--- src/rtl/serial_adder.sv ---
// Bit-serial adder/subtractor: operands captured on start, one bit per clock LSB-first
// through a two-half-adder full-adder cell; result, carry and overflow published with done.
module serial_adder #(
    parameter int unsigned WIDTH = 8
) (
    input  logic             clk,
    input  logic             rst_n,
    input  logic             start,
    input  logic             sub,
    input  logic [WIDTH-1:0] A,
    input  logic [WIDTH-1:0] B,
    input  logic             Cin,
    output logic [WIDTH-1:0] S,
    output logic             C,
    output logic             V,
    output logic             busy,
    output logic             done
);

    localparam int unsigned CW = $clog2(WIDTH) + 1;

    typedef enum logic [1:0] {
        IDLE,
        RUN,
        DONE
    } state_t;

    state_t           state_q;
    state_t           state_d;
    logic [WIDTH-1:0] a_q;
    logic [WIDTH-1:0] b_q;
    logic [WIDTH-1:0] acc_q;
    logic             carry_q;
    logic [CW-1:0]    cnt_q;

    logic load;
    logic step;
    logic last;
    logic ha0_s;
    logic ha0_c;
    logic ha1_s;
    logic ha1_c;
    logic carry_next;

    // Full adder from two half adders on the current LSBs
    assign ha0_s      = a_q[0] ^ b_q[0];
    assign ha0_c      = a_q[0] & b_q[0];
    assign ha1_s      = ha0_s ^ carry_q;
    assign ha1_c      = ha0_s & carry_q;
    assign carry_next = ha0_c | ha1_c;
    assign last       = (cnt_q == CW'(WIDTH - 1));

    always_ff @(posedge clk or negedge rst_n) begin
        if (!rst_n) begin
            state_q <= IDLE;
        end else begin
            state_q <= state_d;
        end
    end

    always_comb begin
        state_d = state_q;
        load    = 1'b0;
        step    = 1'b0;
        case (state_q)
            IDLE: begin
                if (start) begin
                    state_d = RUN;
                    load    = 1'b1;
                end
            end
            RUN: begin
                step = 1'b1;
                if (last) begin
                    state_d = DONE;
                end
            end
            DONE: begin
                if (start) begin
                    state_d = RUN;
                    load    = 1'b1;
                end else begin
                    state_d = IDLE;
                end
            end
            default: state_d = IDLE;
        endcase
    end

    // Operand shifters, carry flop, bit counter and the published result
    always_ff @(posedge clk or negedge rst_n) begin
        if (!rst_n) begin
            a_q     <= '0;
            b_q     <= '0;
            acc_q   <= '0;
            carry_q <= 1'b0;
            cnt_q   <= '0;
            S       <= '0;
            C       <= 1'b0;
            V       <= 1'b0;
            busy    <= 1'b0;
            done    <= 1'b0;
        end else begin
            busy <= (state_d == RUN);
            done <= (state_d == DONE);
            if (load) begin
                a_q     <= A;
                b_q     <= sub ? ~B : B;
                carry_q <= sub ? 1'b1 : Cin;
                cnt_q   <= '0;
                acc_q   <= '0;
            end else if (step) begin
                a_q     <= {1'b0, a_q[WIDTH-1:1]};
                b_q     <= {1'b0, b_q[WIDTH-1:1]};
                acc_q   <= {ha1_s, acc_q[WIDTH-1:1]};
                carry_q <= carry_next;
                cnt_q   <= cnt_q + CW'(1);
                // carry_q here is the carry into the MSB
                if (last) begin
                    S <= {ha1_s, acc_q[WIDTH-1:1]};
                    C <= carry_next;
                    V <= carry_q ^ carry_next;
                end
            end
        end
    end

endmodule

--- config.mk ---
export PLATFORM = sky130hd
export DESIGN_NAME = serial_adder
export DESIGN_NICKNAME = d
export VERILOG_FILES = /design/src/rtl/serial_adder.sv
export SDC_FILE = /design/constraint.sdc
export NUM_CORES = 1
export LEC_CHECK = 0
export BUFFER_PORTS_ARGS = -buffer_cell sky130_fd_sc_hd__buf_2
export CAP_MARGIN = 20
export CORE_AREA = 2 2 58 74
export CTS_BUF_LIST = sky130_fd_sc_hd__clkbuf_4
export DETAILED_ROUTE_END_ITERATION = 10
export DIE_AREA = 0 0 60 76
export GPL_ROUTABILITY_DRIVEN = 0
export PLACE_DENSITY = 0.75
export SYNTH_ARGS = -nofsm -noshare
export SYNTH_HDL_FRONTEND = slang
export SYNTH_SLANG_ARGS = --single-unit
--- constraint.sdc ---
create_clock -name clk -period 1.5 [get_ports clk]
set_input_delay 0.3 -clock clk [delete_from_list [all_inputs] [get_ports clk]]
set_output_delay 0.3 -clock clk [all_outputs]
set_load 0.005 [all_outputs]
== After elaboration in Yosys (flattened, before gate mapping) ==
Cells that the tools add are included.
Word-level totals
  input port bits: 21
  flip-flop bits (word level): 43
  output and inout bits: 12
Cells by class
  add/sub/neg operators: 1
  bitwise operators: 8
  equality and inequality tests: 5
  reductions and logical operators: 4
  mux-type cells: 19
Operators with widths (number)
  two-way mux 8 bit: 7
  two-way mux 4 bit: 2
  inverter 8 bit: 1
  two-way mux 1 bit: 7
  one-hot mux 2 bit (3 select lines): 1
  adder 4 x 1 -> 4 bit, second input constant: 1
  equality test 2 x 1 -> 1 bit, second input constant: 2
  equality test 2 bit, second input constant: 2
  equality test 4 x 3 -> 1 bit, second input constant: 1
  two-way mux 2 bit: 2
  AND reduction 3 bit: 1
  XOR 1 bit: 3
  bitwise AND 1 bit: 2
  logical NOT 2 bit: 1
  nonzero test 2 bit: 1
  OR reduction 2 bit: 1
  inverter 1 bit: 1
  OR 1 bit: 1

== Logic depth before layout (Yosys ltp) ==
Gate-level depths: netlist (run 1).
  depth after elaboration: 5
  gate-level depth with buffers: 5

== Least setup slack after synthesis (run 1) ==
Ideal clock, no wire load.
  path kind: register to register
  start point: reg state_q[1]
  end point: reg S[0]
  setup slack: 96 ps
  clock period less this slack: 1404 ps
  data required time: 1375 ps
  cell stages (with the launch flop): 6
  arrival: 1279 ps
  cells stage by stage: dfrtp_1 nand2b_1 buf_6 nor3_4 buf_6 mux2_4
Between the ends
  cells in the longest elaborated chain, start to end: 5
  elaborated cells on any way between the ends: 8
  classes of those cells: eq/ne: 2; mux: 2; bitwise: 1; reduce/logical: 3
RTL lines
  start, declared: line 28  | state_t state_q;
  start signal, assigned: line 57  | state_q <= state_d;
  equality test 2 bit or logical NOT 2 bit (tied branches): line 65  | case (state_q)
  OR reduction 2 bit (no line)
  two-way mux 1 bit
  inverter 1 bit (no line)
  AND reduction 3 bit (no line) *
  end signal, assigned: line 120  | S <= {ha1_s, acc_q[WIDTH-1:1]};
  end, declared: line 13  | output logic [WIDTH-1:0] S,
Mark *: on every way between the ends. The rest lies on a longest branch, timed or not.
A chain may end at the register's enable or synchronous reset.

== Worst setup path in the final report (run 1) ==
  start point: reg cnt_q[1]
  end point: reg S[2]
Between the ends
  cells in the longest elaborated chain, start to end: 2
RTL lines
  start, declared: line 34  | logic [CW-1:0] cnt_q;
  start signal, assigned: line 117  | cnt_q <= cnt_q + CW'(1);
  equality test 4 x 3 -> 1 bit: line 51  | assign last = (cnt_q == CW'(WIDTH - 1));
  AND reduction 3 bit (no line)
No other way between the ends.

==> reports/results.ini, run 1 <==
[cts]
tritoncts = built
cts_max_level = 2
clk_latency_ns = 0.36
clock_sinks = 42
ctsLongestPathBuffers = 2
clk_pin_slew_ns = 0.13
postcts_setup_bufs = 0
cts_made_buffers = 5
cts_root_buffer = sky130_fd_sc_hd__clkbuf_4

[routing]
firstDrtPassIters = 4
totalWireLength_mm = 3.35
drc = 0
drt-wirelength-per-cell_um = 12.8
dr.first_iter.drc_count = 36
final_antenna_net_count = 0
via_total_after_detailed_routing = 1326
vias_per_cell = 5.08

[finish]
area_growth_syn_to_layout_pct = 17.3
multiInputGateArea_um2 = 727
layout-drive-gt1-share_pct = 28.3
finish.net_count = 227
num_antenna_cells = 0
utilization_pct = 55.5
final_layout_fill_cell_count = 352
seqCellArea_um2 = 1050

[worst_setup_path]
critPathArrivalTime_ns = 1.70
critical_path_peak_fanout = 11
timing.critical_path.to_type = flop
critPathRequiredTime_ns = 1.76
r2r_end = S[2]$_DFFE_PN0P_
r2r_cells = 5
critPathLaunchType = flop
critPathKind = flop to flop
critical_path.reg2reg.startpoint = cnt_q[1]$_DFFE_PN0P_
timing.critical_path.from = cnt_q[1]$_DFFE_PN0P_
reg2reg_setup_slack_ns = 0.06

[logic_synthesis]
post_synth_instance_area_um2 = 1860
postSynthAreaPerCell_um2 = 11.2
postSynthNetCount = 189
post-synth-top-area-fraction_pct = 56.5
top_cells_by_area_in_the_synthesized_netlist = sky130_fd_sc_hd__dfrtp_1 56%, sky130_fd_sc_hd__nand2_1 6.3%, sky130_fd_sc_hd__mux2_4 5.6%, sky130_fd_sc_hd__xor2_1 4.2%, sky130_fd_sc_hd__a31oi_1 4.0%
syn-instance-count = 166
yosys_warnings = 0
async_reset_ff_share_pct = 100
yosys_register_bits = 42
synth_ff_type = sky130_fd_sc_hd__dfrtp_1
synth_cell_types = 31
synth_seq_area_share_pct = 56.5
synthDominantAreaCellType = sky130_fd_sc_hd__dfrtp_1
number_of_synthesized_flops_with_an_enable_pin = 0
post-synth-top-count-cell = sky130_fd_sc_hd__dfrtp_1
commonest_cells_post_synth = 42 x sky130_fd_sc_hd__dfrtp_1, 31 x sky130_fd_sc_hd__nand2_1, 14 x sky130_fd_sc_hd__nor2_1, 12 x sky130_fd_sc_hd__a31oi_1, 9 x sky130_fd_sc_hd__xor2_1

[die]
die-width_um = 60
boundaryPins = 33
design.die.area_um2 = 4560
die_y_um = 76
initial_standard_cell_utilization_of_the_core_pct = 47.3
floorplan.core_area_um2 = 3940
rows = 26

[global_routing]
antenna_found_initial = 0
globalRouteOverflowTotal = 0
grt_util_met1_pct = 19.8
groute.layer.met3.usage_pct = 4.92
grt_start_max_net_pins = 31
number_of_global_route_vias_before_repair = 1354
grt_pass1_wl_mm = 5.83
grt_util_met2_pct = 27.8
global_route.usage.total_pct = 16.6
grt-busiest-layer = met2

[power]
p_leak_nw = 1.05
peakVddDrop_uv = 1030
power_density_over_cell_area_nw_per_um2 = 1940

[run]
timing.max_cap.violations = 0

[status]
status = finished, final reports clean

[timing]
slew_viol_final = 0
setup_repair_after_global_routing_missed_its_margin = false
max_slew_margin_pct = 72.1
finalHoldViolCount = 0
clock.fmax_mhz = 692
tightestPinTransition_ns = 0.418
final_min_period_over_clock_period_pct = 96.3
fin_setup_tns_ns = 0
final.setup_skew_ns = 0.0145
setup_violations = 0
minimum_hold_slack_ns = 0.161
finalCriticalPeriod_ns = 1.44

[hold_path]
min_delay_path_depth = 3
hold_path.class = primary input to flop
hold_path_startpoint = A[1]
hold_end = a_q[1]$_DFFE_PN0P_

[placement]
dp_hpwl_mm = 2.44
numPortBuffers = 32

==> kinds of logic (layout without fill, tap and decap cells) <==
logic type | Yosys count | count (layout) | synth area share, %
flip-flops | 42 | 42 | 56.5
multiplexers | 11 | 11 | 7.86
buffers and inverters | 16 | 55 | 4.50
XOR/XNOR | 11 | 11 | 5.18
AO/OA/AOI/OAI | 27 | 27 | 10.4
adder cells (fa/ha/maj) | 2 | 2 | 1.75
AND/OR/NAND/NOR | 57 | 57 | 13.8
==> worst max-delay path, stage by stage (launching register included) <==
cell and delay (ns):
sky130_fd_sc_hd__dfrtp_1 0.39, sky130_fd_sc_hd__ha_1 0.17, sky130_fd_sc_hd__nand2_1 0.11, sky130_fd_sc_hd__nor3_4 0.17, sky130_fd_sc_hd__buf_12 0.17, sky130_fd_sc_hd__mux2_2 0.33
==> repair_timing <==
action | 4_1_cts | 5_1_grt
hold buffers | 1 | 0
resized for setup | 0 | 0
endpoints found under the hold margin | 17 | 0
endpoints found under the setup margin | 0 | 0
==> state kept, by name (all words and copies together) (netlist names) <==
name and cells:
S 8, a_q 8, b_q 8, acc_q 7
cnt_q 4, state_q 2, C 1, V 1
busy 1, carry_q 1, done 1
==> through the flow <==
step | power, mW | instance area (um2) | std cells | worst slack, ns
finish | 4.23 | 2180 | 261 | 0.0552
floorplan | 3.19 | 1860 | 166 | 0.0957
global route | 4.58 | 2180 | 261 | 0.00275
global placement | 3.66 | 2120 | 252 | 0.115
CTS | 4.30 | 2180 | 261 | 0.0473
detailed placement | 3.75 | 2120 | 252 | 0.0631
==> worst max path at each step <==
stage	endpoint	slack, ns
after floorplan	S[0]$_DFFE_PN0P_	0.1
after global placement	S[2]$_DFFE_PN0P_	0.12
after detailed placement	S[2]$_DFFE_PN0P_	0.06
after CTS	S[2]$_DFFE_PN0P_	0.05
after global routing	S[2]$_DFFE_PN0P_	0.003
final	S[2]$_DFFE_PN0P_	0.06
==> placed cells by master, fill, tap and decap left out, types with 2 or more instances in the layout <==
master / netlist / layout
sky130_fd_sc_hd__buf_2: 4 / 32
sky130_fd_sc_hd__buf_12: 0 / 2
sky130_fd_sc_hd__buf_4: 1 / 7
sky130_fd_sc_hd__xor2_1: 9 / 9
sky130_fd_sc_hd__nand2_1: 31 / 31
sky130_fd_sc_hd__inv_1: 5 / 5
sky130_fd_sc_hd__nor2_1: 14 / 14
sky130_fd_sc_hd__xnor2_1: 2 / 2
sky130_fd_sc_hd__o21ai_0: 2 / 2
sky130_fd_sc_hd__mux2_4: 7 / 7
sky130_fd_sc_hd__a22o_1: 8 / 8
sky130_fd_sc_hd__mux2i_1: 3 / 3
sky130_fd_sc_hd__nand3_1: 2 / 2
sky130_fd_sc_hd__dfrtp_1: 42 / 42
sky130_fd_sc_hd__clkbuf_4: 0 / 5
sky130_fd_sc_hd__and2b_1: 2 / 2
sky130_fd_sc_hd__a31oi_1: 12 / 12
sky130_fd_sc_hd__nor3_1: 2 / 2
sky130_fd_sc_hd__nand2b_1: 2 / 2
==> cell type report <==
| type | count | area share [%] |
|---|---|---|
| Clock buffer | 5 | 1.72 |
| Clock inverter | 3 | 0.745 |
| Inverter | 5 | 0.860 |
| Multi-Input combinational cell | 108 | 33.3 |
| Sequential cell | 42 | 48.1 |
| Tap cell | 56 | 3.21 |
| Timing Repair Buffer | 42 | 12.0 |
==> power by group <==
part,total [mW],internal (mW),switching [mW]
Sequential,1.94,1.64,0.301
Combinational,1.74,0.886,0.858
Clock,0.548,0.175,0.374
==> routing by layer <==
metal,wire length [um],vias to the layer above
met4,46,0
met1,1420,647
met3,144,6
li1,-,641
met2,1740,32
met5,0,-
No activity file was read; power rests on OpenSTA's default activity.
==> inputs of run 2 (changes only) <==
--- a/config.mk
+++ b/config.mk
@@ -7,12 +7,14 @@
 export LEC_CHECK = 0
 export BUFFER_PORTS_ARGS = -buffer_cell sky130_fd_sc_hd__buf_2
 export CAP_MARGIN = 20
-export CORE_AREA = 2 2 58 74
+export CELL_PAD_IN_SITES_DETAIL_PLACEMENT = 1
+export CELL_PAD_IN_SITES_GLOBAL_PLACEMENT = 1
+export CORE_AREA = 2 2 64 81
 export CTS_BUF_LIST = sky130_fd_sc_hd__clkbuf_4
 export DETAILED_ROUTE_END_ITERATION = 10
-export DIE_AREA = 0 0 60 76
+export DIE_AREA = 0 0 66 83
 export GPL_ROUTABILITY_DRIVEN = 0
-export PLACE_DENSITY = 0.75
+export PLACE_DENSITY = 0.78
 export SYNTH_ARGS = -nofsm -noshare
 export SYNTH_HDL_FRONTEND = slang
 export SYNTH_SLANG_ARGS = --single-unit
==> reports/results.ini, run 2 (same netlist as run 1, synthesis figures left out) <==
[status]
status = finished, final reports clean

[cts]
tritoncts = built
cts_max_level = 2  ; unchanged
cts_made_buffers = 5  ; unchanged
clk_pin_slew_ns = 0.13  ; about the same
clk_latency_ns = 0.35  ; about the same
ctsLongestPathBuffers = 2  ; unchanged
clock_sinks = 42  ; unchanged
cts_root_buffer = sky130_fd_sc_hd__clkbuf_4

[worst_setup_path]
critPathLaunchType = flop
crit_slowest_cell = sky130_fd_sc_hd__dfrtp_1
critPathKind = flop to flop
crit_chain = ha_4 > nand2_4 > nor3_4 > clkbuf_16 > mux2_4
worst_path_largest_cell_delay_ns = 0.43  ; +0.04 ns
cpLargestDelayFamily = flip-flops
timing.critical_path.to_type = flop
critPathRequiredTime_ns = 1.73  ; -0.03 ns
critPathArrivalTime_ns = 1.73  ; +0.03 ns
critical_path_peak_fanout = 5  ; -6
critical_path_buf_inv_count = 1  ; unchanged

[routing]
dr.first_iter.drc_count = 37  ; +2.8%
final_antenna_net_count = 0  ; unchanged
totalWireLength_mm = 3.94  ; +18%
vias_per_cell = 4.99  ; -1.7%
drc = 0  ; unchanged
firstDrtPassIters = 4  ; unchanged
drt-wirelength-per-cell_um = 14.6  ; +14%
via_total_after_detailed_routing = 1348  ; +1.7%

[global_routing]
grt_pass1_wl_mm = 6.42  ; +10%
antenna_found_initial = 0  ; unchanged
grt_start_max_net_pins = 31  ; unchanged
global_route.usage.total_pct = 15.3  ; -1.3 points
globalRouteOverflowTotal = 0  ; unchanged
number_of_global_route_vias_before_repair = 1319  ; -2.6%

[power]
share_clk_of_total_power_pct = 15.3  ; +2.3 points
p_leak_nw = 1.11  ; +5.6%
p_switching_mw = 1.62  ; +5.9%
internal-power_mw = 2.99  ; +11%
peakVddDrop_uv = 786  ; -24%
power_frac_comb_pct = 41.8  ; +0.6 points
fin_total_pwr_mw = 4.61  ; +8.9%
power_density_over_cell_area_nw_per_um2 = 2000  ; +3.4%
p_sw_share_pct = 35.2  ; -0.98 points
sequential_power_share_pct = 42.9  ; -2.9 points

[run]
timing.max_cap.violations = 0  ; unchanged

[finish]
seqCellArea_um2 = 1050  ; unchanged
most-common-layout-cells = 42 x sky130_fd_sc_hd__dfrtp_1, 32 x sky130_fd_sc_hd__buf_2, 30 x sky130_fd_sc_hd__nand2_1, 14 x sky130_fd_sc_hd__nor2_1, 12 x sky130_fd_sc_hd__a31oi_1
finish.net_count = 232  ; +2.2%
final_layout_fill_cell_count = 554  ; +57%
num_antenna_cells = 0  ; unchanged
area_growth_syn_to_layout_pct = 23.5
utilization_pct = 49.0  ; -6.5 points
multiInputGateArea_um2 = 759  ; +4.5%
top_regs = S x8, a_q x8, b_q x8
most_common_cell_after_layout_fill_and_taps_aside = sky130_fd_sc_hd__dfrtp_1
cell_count_final_fillers_out = 270  ; +3.4%
layout-drive-gt1-share_pct = 32.4  ; +4.1 points

[timing]
finalCriticalPeriod_ns = 1.49  ; +0.0497 ns
final.setup_skew_ns = 0.0137  ; -0.000788 ns
fin_setup_tns_ns = 0  ; unchanged
clock.fmax_mhz = 669  ; -3.3%
setup_ws_ns = 0.00545  ; -0.0497 ns
setup_repair_after_global_routing_missed_its_margin = true
final_min_period_over_clock_period_pct = 99.6  ; +3.3 points
tightestPinTransition_ns = 0.404  ; -0.0140 ns
setup_violations = 0  ; unchanged
max_slew_margin_pct = 73.1  ; +0.93 points
finalHoldViolCount = 0  ; unchanged
slew_viol_final = 0  ; unchanged

[die]
boundaryPins = 33  ; unchanged
floorplan.core_area_um2 = 4690  ; +19%
die_y_um = 83  ; +9.2%
design.die.area_um2 = 5480  ; +20%
die-width_um = 66  ; +10%
initial_standard_cell_utilization_of_the_core_pct = 39.7  ; -7.6 points
rows = 28  ; +7.7%

[hold_path]
hold_path.class = primary input to flop

[placement]
post-place-cells = 257  ; +2.0%
pre_cts_ws_ns = 0.0481  ; -0.0150 ns
numPortBuffers = 32  ; unchanged
dp_hpwl_mm = 2.71  ; +11%

run 2: cell types whose count changed in the layout (fill, tap and decap cells not counted), sizes merged:
| cell | previous run | this run |
|---|---|---|
| buf | 41 | 45 |
| bufinv | 0 | 1 |
| clkbuf | 5 | 6 |
| clkinvlp | 1 | 0 |
run 2: area by class of cell:
cell class / instances / share of cell area, %
inverters: 5 / 0.816
clock inverters: 3 / 1.74
repair buffers: 47 / 13.8
clock buffers: 5 / 1.63
multi-input cells: 108 / 33.0
well taps: 60 / 3.26
flip-flops and latches: 42 / 45.7
run 2: power by group through the flow:
stage	clock (mW)	combinational (mW)	sequential, mW
6_report	0.705	1.92	1.98
2_1_floorplan	0	1.28	1.92
3_3_place_gp	0	1.74	1.95
4_1_cts	0.733	1.84	1.96
5_1_grt	0.789	2.15	2.05
3_5_place_dp	0	1.82	1.98
run 2: worst register-to-register path: stages, from the launching register on:
cell and delay (ns):
sky130_fd_sc_hd__dfrtp_1 0.43, sky130_fd_sc_hd__ha_4 0.17, sky130_fd_sc_hd__nand2_4 0.06, sky130_fd_sc_hd__nor3_4 0.24, sky130_fd_sc_hd__clkbuf_16 0.21, sky130_fd_sc_hd__mux2_4 0.29
run 2: final timing paths:
check	endpoint	slack [ns]	cells after the start	start
setup reg to reg	S[3]$_DFFE_PN0P_	0.005	5	cnt_q[1]$_DFFE_PN0P_
min in group asynchronous	state_q[1]$_DFF_PN0_	0.40	2	rst_n
setup / recovery	S[3]$_DFFE_PN0P_	0.005	5	cnt_q[1]$_DFFE_PN0P_
hold reg to reg	S[2]$_DFFE_PN0P_	0.52	1	S[2]$_DFFE_PN0P_
max in group asynchronous	acc_q[3]$_DFFE_PN0P_	0.62	3	rst_n
hold / removal	a_q[1]$_DFFE_PN0P_	0.17	3	A[1]
run 2: timing repair:
action | in CTS | in global routing
setup buffers | 0 | 3
resized for setup | 0 | 7
hold endpoints to repair | 15 | 0
setup endpoints to repair | 0 | 9
hold buffers | 1 | 0
run 2: metal layers:
layer  global-route usage, %  routed length, um  up-vias
met3                    3.66                146        5
met2                    23.9               1970       29
met1                    21.1               1770      671
met5                       0                  0        -
met4                    4.45                 54        0
li1                        -                  -      643
run 2: stage by stage:
| stage | instance area (um2) | hold WS, ns |
|---|---|---|
| after floorplan | 1860 | 0.00441 |
| final | 2300 | 0.168 |
| after detailed placement | 2130 | 0.246 |
| after global routing | 2300 | 0.173 |
| after CTS | 2220 | 0.153 |
| after global placement | 2130 | 0.241 |
